## src/rtl/alarm_ctrl_pkg.sv

```systemverilog
// rtl/alarm_ctrl_pkg.sv - shared constants and state encoding for the alarm controller
// Purpose: state codes, sec_left width and default timing parameters.
// Ports: none (package).
package alarm_ctrl_pkg;

  localparam int SEC_LEFT_W      = 9;
  localparam int RING_SECS_DEF   = 60;
  localparam int SNOOZE_SECS_DEF = 300;
  localparam int MAX_SNOOZE_DEF  = 3;

  typedef logic [2:0] state_t;

  localparam logic [2:0] ST_DISARMED = 3'd0;
  localparam logic [2:0] ST_ARMED    = 3'd1;
  localparam logic [2:0] ST_RINGING  = 3'd2;
  localparam logic [2:0] ST_SNOOZE   = 3'd3;
  localparam logic [2:0] ST_HOLD     = 3'd4;

endpackage

```

## src/rtl/alarm_ctrl_key_edge.sv

```systemverilog
// rtl/alarm_ctrl_key_edge.sv - rising-edge detector for a debounced front-panel key
// Purpose: one-cycle press pulse on the first cycle a key is seen high.
// Ports: clk_i, rst_i (async active-high), key_i (level), press_o (pulse).
module key_edge (
  input  logic clk_i,
  input  logic rst_i,
  input  logic key_i,
  output logic press_o
);

  logic key_q;

  always_ff @(posedge clk_i or posedge rst_i) begin
    if (rst_i) begin
      key_q <= 1'b0;
    end else begin
      key_q <= key_i;
    end
  end

  // Compared against the delayed copy, so a held key yields a single pulse.
  assign press_o = key_i & ~key_q;

endmodule

```

## src/rtl/alarm_ctrl.sv

```systemverilog
// rtl/alarm_ctrl.sv - ring / snooze / stop / auto-timeout sequencer for the alarm
// Purpose: FSM plus per-interval seconds counter driving buzzer and display status.
// Ports: clk, rst (async active-high), tick_1hz, alarm_en, alarm_match, stop_key,
//        snooze_key in; buzzer, ringing, snoozing, snooze_cnt, sec_left, state out.
module alarm_ctrl
  import alarm_ctrl_pkg::*;
#(
  parameter int RING_SECS   = RING_SECS_DEF,
  parameter int SNOOZE_SECS = SNOOZE_SECS_DEF,
  parameter int MAX_SNOOZE  = MAX_SNOOZE_DEF,
  localparam int CNT_W      = (MAX_SNOOZE < 1) ? 1 : $clog2(MAX_SNOOZE + 1)
) (
  input  logic                  clk,
  input  logic                  rst,
  input  logic                  tick_1hz,
  input  logic                  alarm_en,
  input  logic                  alarm_match,
  input  logic                  stop_key,
  input  logic                  snooze_key,
  output logic                  buzzer,
  output logic                  ringing,
  output logic                  snoozing,
  output logic [CNT_W-1:0]      snooze_cnt,
  output logic [SEC_LEFT_W-1:0] sec_left,
  output logic [2:0]            state
);

  if (RING_SECS < 2 || RING_SECS > 511 || SNOOZE_SECS < 2 || SNOOZE_SECS > 511 ||
      MAX_SNOOZE < 0 || MAX_SNOOZE > 511) begin : g_bad_param
    $error("alarm_ctrl: timing parameter out of range");
  end

  localparam logic [SEC_LEFT_W-1:0] RING_LOAD   = SEC_LEFT_W'(RING_SECS);
  localparam logic [SEC_LEFT_W-1:0] SNOOZE_LOAD = SEC_LEFT_W'(SNOOZE_SECS);
  localparam logic [SEC_LEFT_W-1:0] SEC_ONE     = SEC_LEFT_W'(1);
  localparam logic [CNT_W-1:0]      CNT_MAX     = CNT_W'(MAX_SNOOZE);

  state_t                  state_q, state_d;
  logic [SEC_LEFT_W-1:0]   sec_q, sec_d;
  logic [CNT_W-1:0]        cnt_q, cnt_d;
  logic                    beep_q, beep_d;
  logic                    stop_press, snooze_press;

  key_edge u_stop_edge (
    .clk_i   (clk),
    .rst_i   (rst),
    .key_i   (stop_key),
    .press_o (stop_press)
  );

  key_edge u_snooze_edge (
    .clk_i   (clk),
    .rst_i   (rst),
    .key_i   (snooze_key),
    .press_o (snooze_press)
  );

  // Branch order encodes the priority: disable, stop, snooze, then tick.
  // A key that changes the state consumes the cycle, so a coincident tick
  // never lands on the freshly loaded interval.
  always_comb begin
    state_d = state_q;
    sec_d   = sec_q;
    cnt_d   = cnt_q;
    beep_d  = beep_q;
    case (state_q)
      ST_DISARMED: begin
        if (alarm_en) state_d = ST_ARMED;
      end
      ST_ARMED: begin
        if (!alarm_en) begin
          state_d = ST_DISARMED;
        end else if (alarm_match) begin
          state_d = ST_RINGING;
          sec_d   = RING_LOAD;
          cnt_d   = '0;
          beep_d  = 1'b0;
        end
      end
      ST_RINGING: begin
        if (!alarm_en) begin
          state_d = ST_DISARMED;
          sec_d   = '0;
        end else if (stop_press) begin
          state_d = ST_HOLD;
          sec_d   = '0;
        end else if (snooze_press) begin
          if (cnt_q == CNT_MAX) begin
            state_d = ST_HOLD;
            sec_d   = '0;
          end else begin
            state_d = ST_SNOOZE;
            sec_d   = SNOOZE_LOAD;
            cnt_d   = cnt_q + 1'b1;
          end
        end else if (tick_1hz) begin
          if (sec_q == SEC_ONE) begin
            state_d = ST_HOLD;
            sec_d   = '0;
          end else begin
            sec_d  = sec_q - 1'b1;
            beep_d = ~beep_q;
          end
        end
      end
      ST_SNOOZE: begin
        if (!alarm_en) begin
          state_d = ST_DISARMED;
          sec_d   = '0;
        end else if (stop_press) begin
          state_d = ST_HOLD;
          sec_d   = '0;
        end else if (tick_1hz) begin
          // Expiry rings directly, even if the match minute has passed.
          if (sec_q == SEC_ONE) begin
            state_d = ST_RINGING;
            sec_d   = RING_LOAD;
            beep_d  = 1'b0;
          end else begin
            sec_d = sec_q - 1'b1;
          end
        end
      end
      ST_HOLD: begin
        // Waits out the matching minute so the same match cannot re-trigger.
        if (!alarm_en) begin
          state_d = ST_DISARMED;
        end else if (!alarm_match) begin
          state_d = ST_ARMED;
        end
      end
      default: begin
        state_d = ST_DISARMED;
        sec_d   = '0;
      end
    endcase
    if (state_d != ST_RINGING) beep_d = 1'b0;
  end

  always_ff @(posedge clk or posedge rst) begin
    if (rst) begin
      state_q <= ST_DISARMED;
      sec_q   <= '0;
      cnt_q   <= '0;
      beep_q  <= 1'b0;
    end else begin
      state_q <= state_d;
      sec_q   <= sec_d;
      cnt_q   <= cnt_d;
      beep_q  <= beep_d;
    end
  end

  assign ringing    = (state_q == ST_RINGING);
  assign snoozing   = (state_q == ST_SNOOZE);
  assign buzzer     = ringing & beep_q;
  assign snooze_cnt = cnt_q;
  assign sec_left   = sec_q;
  assign state      = state_q;

endmodule

```

## config.mk

```make
export PLATFORM = sky130hd
export DESIGN_NAME = alarm_ctrl
export DESIGN_NICKNAME = d
export VERILOG_FILES = /design/src/rtl/alarm_ctrl_pkg.sv /design/src/rtl/alarm_ctrl_key_edge.sv /design/src/rtl/alarm_ctrl.sv
export SDC_FILE = /design/constraint.sdc
export NUM_CORES = 1
export LEC_CHECK = 0
export ABC_AREA = 1
export ABC_CLOCK_PERIOD_IN_PS = 2100
export CAP_MARGIN = 20
export CORE_MARGIN = 2
export CORE_UTILIZATION = 58
export CTS_BUF_LIST = sky130_fd_sc_hd__clkbuf_4 sky130_fd_sc_hd__clkbuf_8
export DETAILED_ROUTE_END_ITERATION = 12
export GPL_TIMING_DRIVEN = 0
export PLACE_DENSITY = 0.84
export SLEW_MARGIN = 20
export SYNTH_ARGS = -nofsm -noshare
export SYNTH_HDL_FRONTEND = slang
export SYNTH_SLANG_ARGS = --single-unit
```

## constraint.sdc

```tcl
create_clock -name clk -period 2.1 [get_ports clk]
set_input_delay 0.42 -clock clk [delete_from_list [all_inputs] [get_ports clk]]
set_output_delay 0.42 -clock clk [all_outputs]
set_load 0.005 [all_outputs]
```

==> flow_summary.yaml <==
worst_setup_path:
  critPathSlowestCell: "sky130_fd_sc_hd__clkdlybuf4s50_1"
  cp_top_family: "buffers and inverters"
  crit_cells: 5
  cp_max_fo: 5
  cp.required_ps: 1680
  arrival_ps: 1620
  worstSetupEndpointType: "output port"
  crit-reg2reg-capture: "beep_q"
  start_of_the_worst_register_to_register_path: "sec_left[1]"
  cpPeakStageDelay_ps: 490
  worst-setup-path-type: "reg2out"
  worstPathBufferInverterCount: 3
  worstPathCellList: "inv_2 -> nand2_4 -> nor2_4 -> buf_6 -> clkdlybuf4s50_1"
  reg2regPathDepth: 11
  setup.reg_to_reg.worst_slack_ps: 450
  critPathLaunchType: "flip-flop"
sta:
  final_max_slew_viol_count: 0
  final-setup-viol-count: 0
  slew_headroom_pct: 55.1
  fmaxAchievable_mhz: 491
  timing.final.crit_period_ps: 2040
  timing.final.crit_share_pct: 97.0
  worst-slew-pin-transition_ps: 673
  clock_skew_ps: 3.03
  final_hold_viol_count: 0
synthesis:
  postSynthNetCount: 211
  synth_fa_ha_area_share_pct: 2.90
  seq_area_frac_synth_pct: 32.8
  synth_top_cell_by_area: "sky130_fd_sc_hd__dfrtp_1"
  synth.area.top_cells: "sky130_fd_sc_hd__dfrtp_1 33%, sky130_fd_sc_hd__nand2_1 19%, sky130_fd_sc_hd__nand3_1 8.5%, sky130_fd_sc_hd__inv_1 8.1%, sky130_fd_sc_hd__nor2_1 7.5%"
  synth-seq-cells: 17
  yosys_warnings: 0
  yosysUniqueCellTypes: 24
  synth_top_cell_area_share_pct: 32.8
  compound_cell_area_share_of_the_yosys_netlist_pct: 7.92
  yosys.area_share.simple_pct: 44.6
  syn_inst: 201
  synthesized_area_divided_by_synthesized_cell_count_um2: 6.45
  yosys-mux-area-fraction_pct: 0
  largest_family_of_logic_cells_by_synthesized_area: "simple AND/OR/NAND/NOR gates"
  post_synth_instance_area_um2: 1300
  synth_xor_xnor_area_share_pct: 1.35
clock_network:
  clkLatencyLatePin_ps: 300
  clkSlewWorstSetupHoldPaths_ps: 110
  clock_path_buffers: 2
  cts_htree_levels: 1
  ctsRootBufferMaster: "sky130_fd_sc_hd__clkbuf_4"
  clkSinkCount: 17
  cts-buffers-inserted: 3
  tritoncts: "yes"
route:
  routedWlPerCell_um: 12.8
  top_layer: "met4"
  via_per_inst: 5.40
  totalWireLength_mm: 3.31
  dr_wl_met3_um: 165
  routed-wl-met2_mm: 1.63
  dr.first_iter.drc_count: 69
  m1_wire_length_mm: 1.42
  drt-pass1-iter-count: 5
  drc_errors: 0
  vias: 1398
  ant_nets: 0
layout:
  layout_commonest_cell: "sky130_fd_sc_hd__nand2_1"
  most-common-layout-cells: "65 x sky130_fd_sc_hd__nand2_1, 28 x sky130_fd_sc_hd__inv_1, 26 x sky130_fd_sc_hd__nor2_1, 23 x sky130_fd_sc_hd__clkdlybuf4s50_1, 22 x sky130_fd_sc_hd__nand3_1"
  syn2layout_area_growth_pct: 25.7
  finalNetCount: 242
  finalCoreUtilization_pct: 75.1
  drive_above_1_share_pct: 11.7
  diodes: 0
pwr:
  leakage_component_of_the_power_nw: 0.826
  totalPowerFinal_mw: 1.54
  pwr_density_cell_nw_per_um2: 945
  vdd.ir_drop.worst_mv: 0.519
placement:
  portBuffers: 23
  last_weighted_congestion_value_of_the_routability_driven_placer: 0.998
  final_hpwl_from_detailed_placement_mm: 2.54
outcome:
  result_of_the_run: "finished, final reports clean"
die:
  initial_util_pct: 59.7
  ioPinCount: 24
  die_w_um: 51.3
  die_outline_area_um2: 2630
  fp-row-count: 17
  core_area_um2: 2170
  chipHeight_um: 51.3
hold_path:
  timing.hold.worst.class: "in2async"
global_routing:
  gr-total-overflow: 0
  largest_net_degree_at_the_start_of_global_routing: 18
  gr-usage-all-layers_pct: 28.4
  first_global_vias: 1264
  grt_antenna_before_repair: 0
  wire_length_of_the_first_global_routing_pass_mm: 5.54
run:
  drv_cap: 0
through the flow:
stage / instances / area, um2 / setup slack [ps] / TNS (ps) / hold WS, ps
4_1_cts: 257 / 1600 / 16.3 / 0 / 536
3_5_place_dp: 252 / 1560 / 56.7 / 0 / 515
2_1_floorplan: 201 / 1300 / 666 / 0 / 346
6_report: 259 / 1630 / 63.0 / 0 / 507
5_1_grt: 259 / 1630 / -6.69 / -6.69 / 554
3_3_place_gp: 252 / 1560 / 68.8 / 0 / 510
synth_stat cells, drive strengths merged:
cell type,instances
xnor2,1
nor2,30
ha,3
dfrtp,17
buf,2
a31oi,1
inv,30
o21ai,10
nand2,67
or2,1
nand3,24
nor3,3
nand4,6
o211ai,1
xor2,1
a21oi,4
power by group:
part / internal [mW] / leakage (nW) / switching (mW)
Combinational: 0.368 / 0.586 / 0.482
Sequential: 0.399 / 0.222 / 0.108
Clock: 0.0710 / 0.0177 / 0.112
layout make-up:
type                    instances  area, um2
plain buffers                   2       22.5
clock buffers                   3       22.5
clock inverters                 1       5.00
fillers                       191        541
inverters                      30        113
multi-input cells             152        751
flip-flops and latches         17        428
well taps                      28       35.0
repair buffers                 26        253
worst max-delay path by stage:
stage                start          end  slack [ps]
2_1_floorplan  sec_left[1]  sec_left[4]         670
3_3_place_gp      alarm_en  sec_left[1]          70
3_5_place_dp      alarm_en  sec_left[1]          60
4_1_cts           state[2]     snoozing          20
5_1_grt           state[2]      ringing          -7
6_report          state[2]      ringing          60
timing repair:
action,CTS,global route
setup buffers,1,2
pin swaps,0,1
hold buffers,0,0
gates resized for setup,3,2
setup endpoints to repair,2,2
sequential cells by signal, summed over array words and instances, names as in the netlist:
| signal | count |
|---|---|
| u_stop_edge.key_q | 1 |
| beep_q | 1 |
| snooze_cnt | 2 |
| sec_left | 9 |
| state | 3 |
| u_snooze_edge.key_q | 1 |
metal layers:
layer,global-route usage [%],vias up
met2,49.1,54
met1,35.0,634
li1,-,700
met4,13.2,0
met3,3.80,10
met5,0,-
cells by family (layout without fill, tap and decap cells):
kind of cell	count (synthesis)	after routing
xor gates and xnor gates	2	2
and+or+nand+nor	131	131
buffers and inverters	32	62
adders and majority gates	3	3
DFF	17	17
AOI/OAI and AO/OA	16	16
worst register-to-register path: stages, from the launching register on:
cell and delay [ps]:
sky130_fd_sc_hd__dfrtp_1 400, sky130_fd_sc_hd__inv_1 110, sky130_fd_sc_hd__ha_1 180, sky130_fd_sc_hd__nand2_1 60, sky130_fd_sc_hd__nor2_1 190, sky130_fd_sc_hd__nand2_1 200, sky130_fd_sc_hd__nand2_1 110, sky130_fd_sc_hd__nand2_1 60
sky130_fd_sc_hd__nand3_1 70, sky130_fd_sc_hd__nand2_1 50, sky130_fd_sc_hd__nand2_1 70, sky130_fd_sc_hd__nor2_1 50
Power figures use the tool's default switching activity.
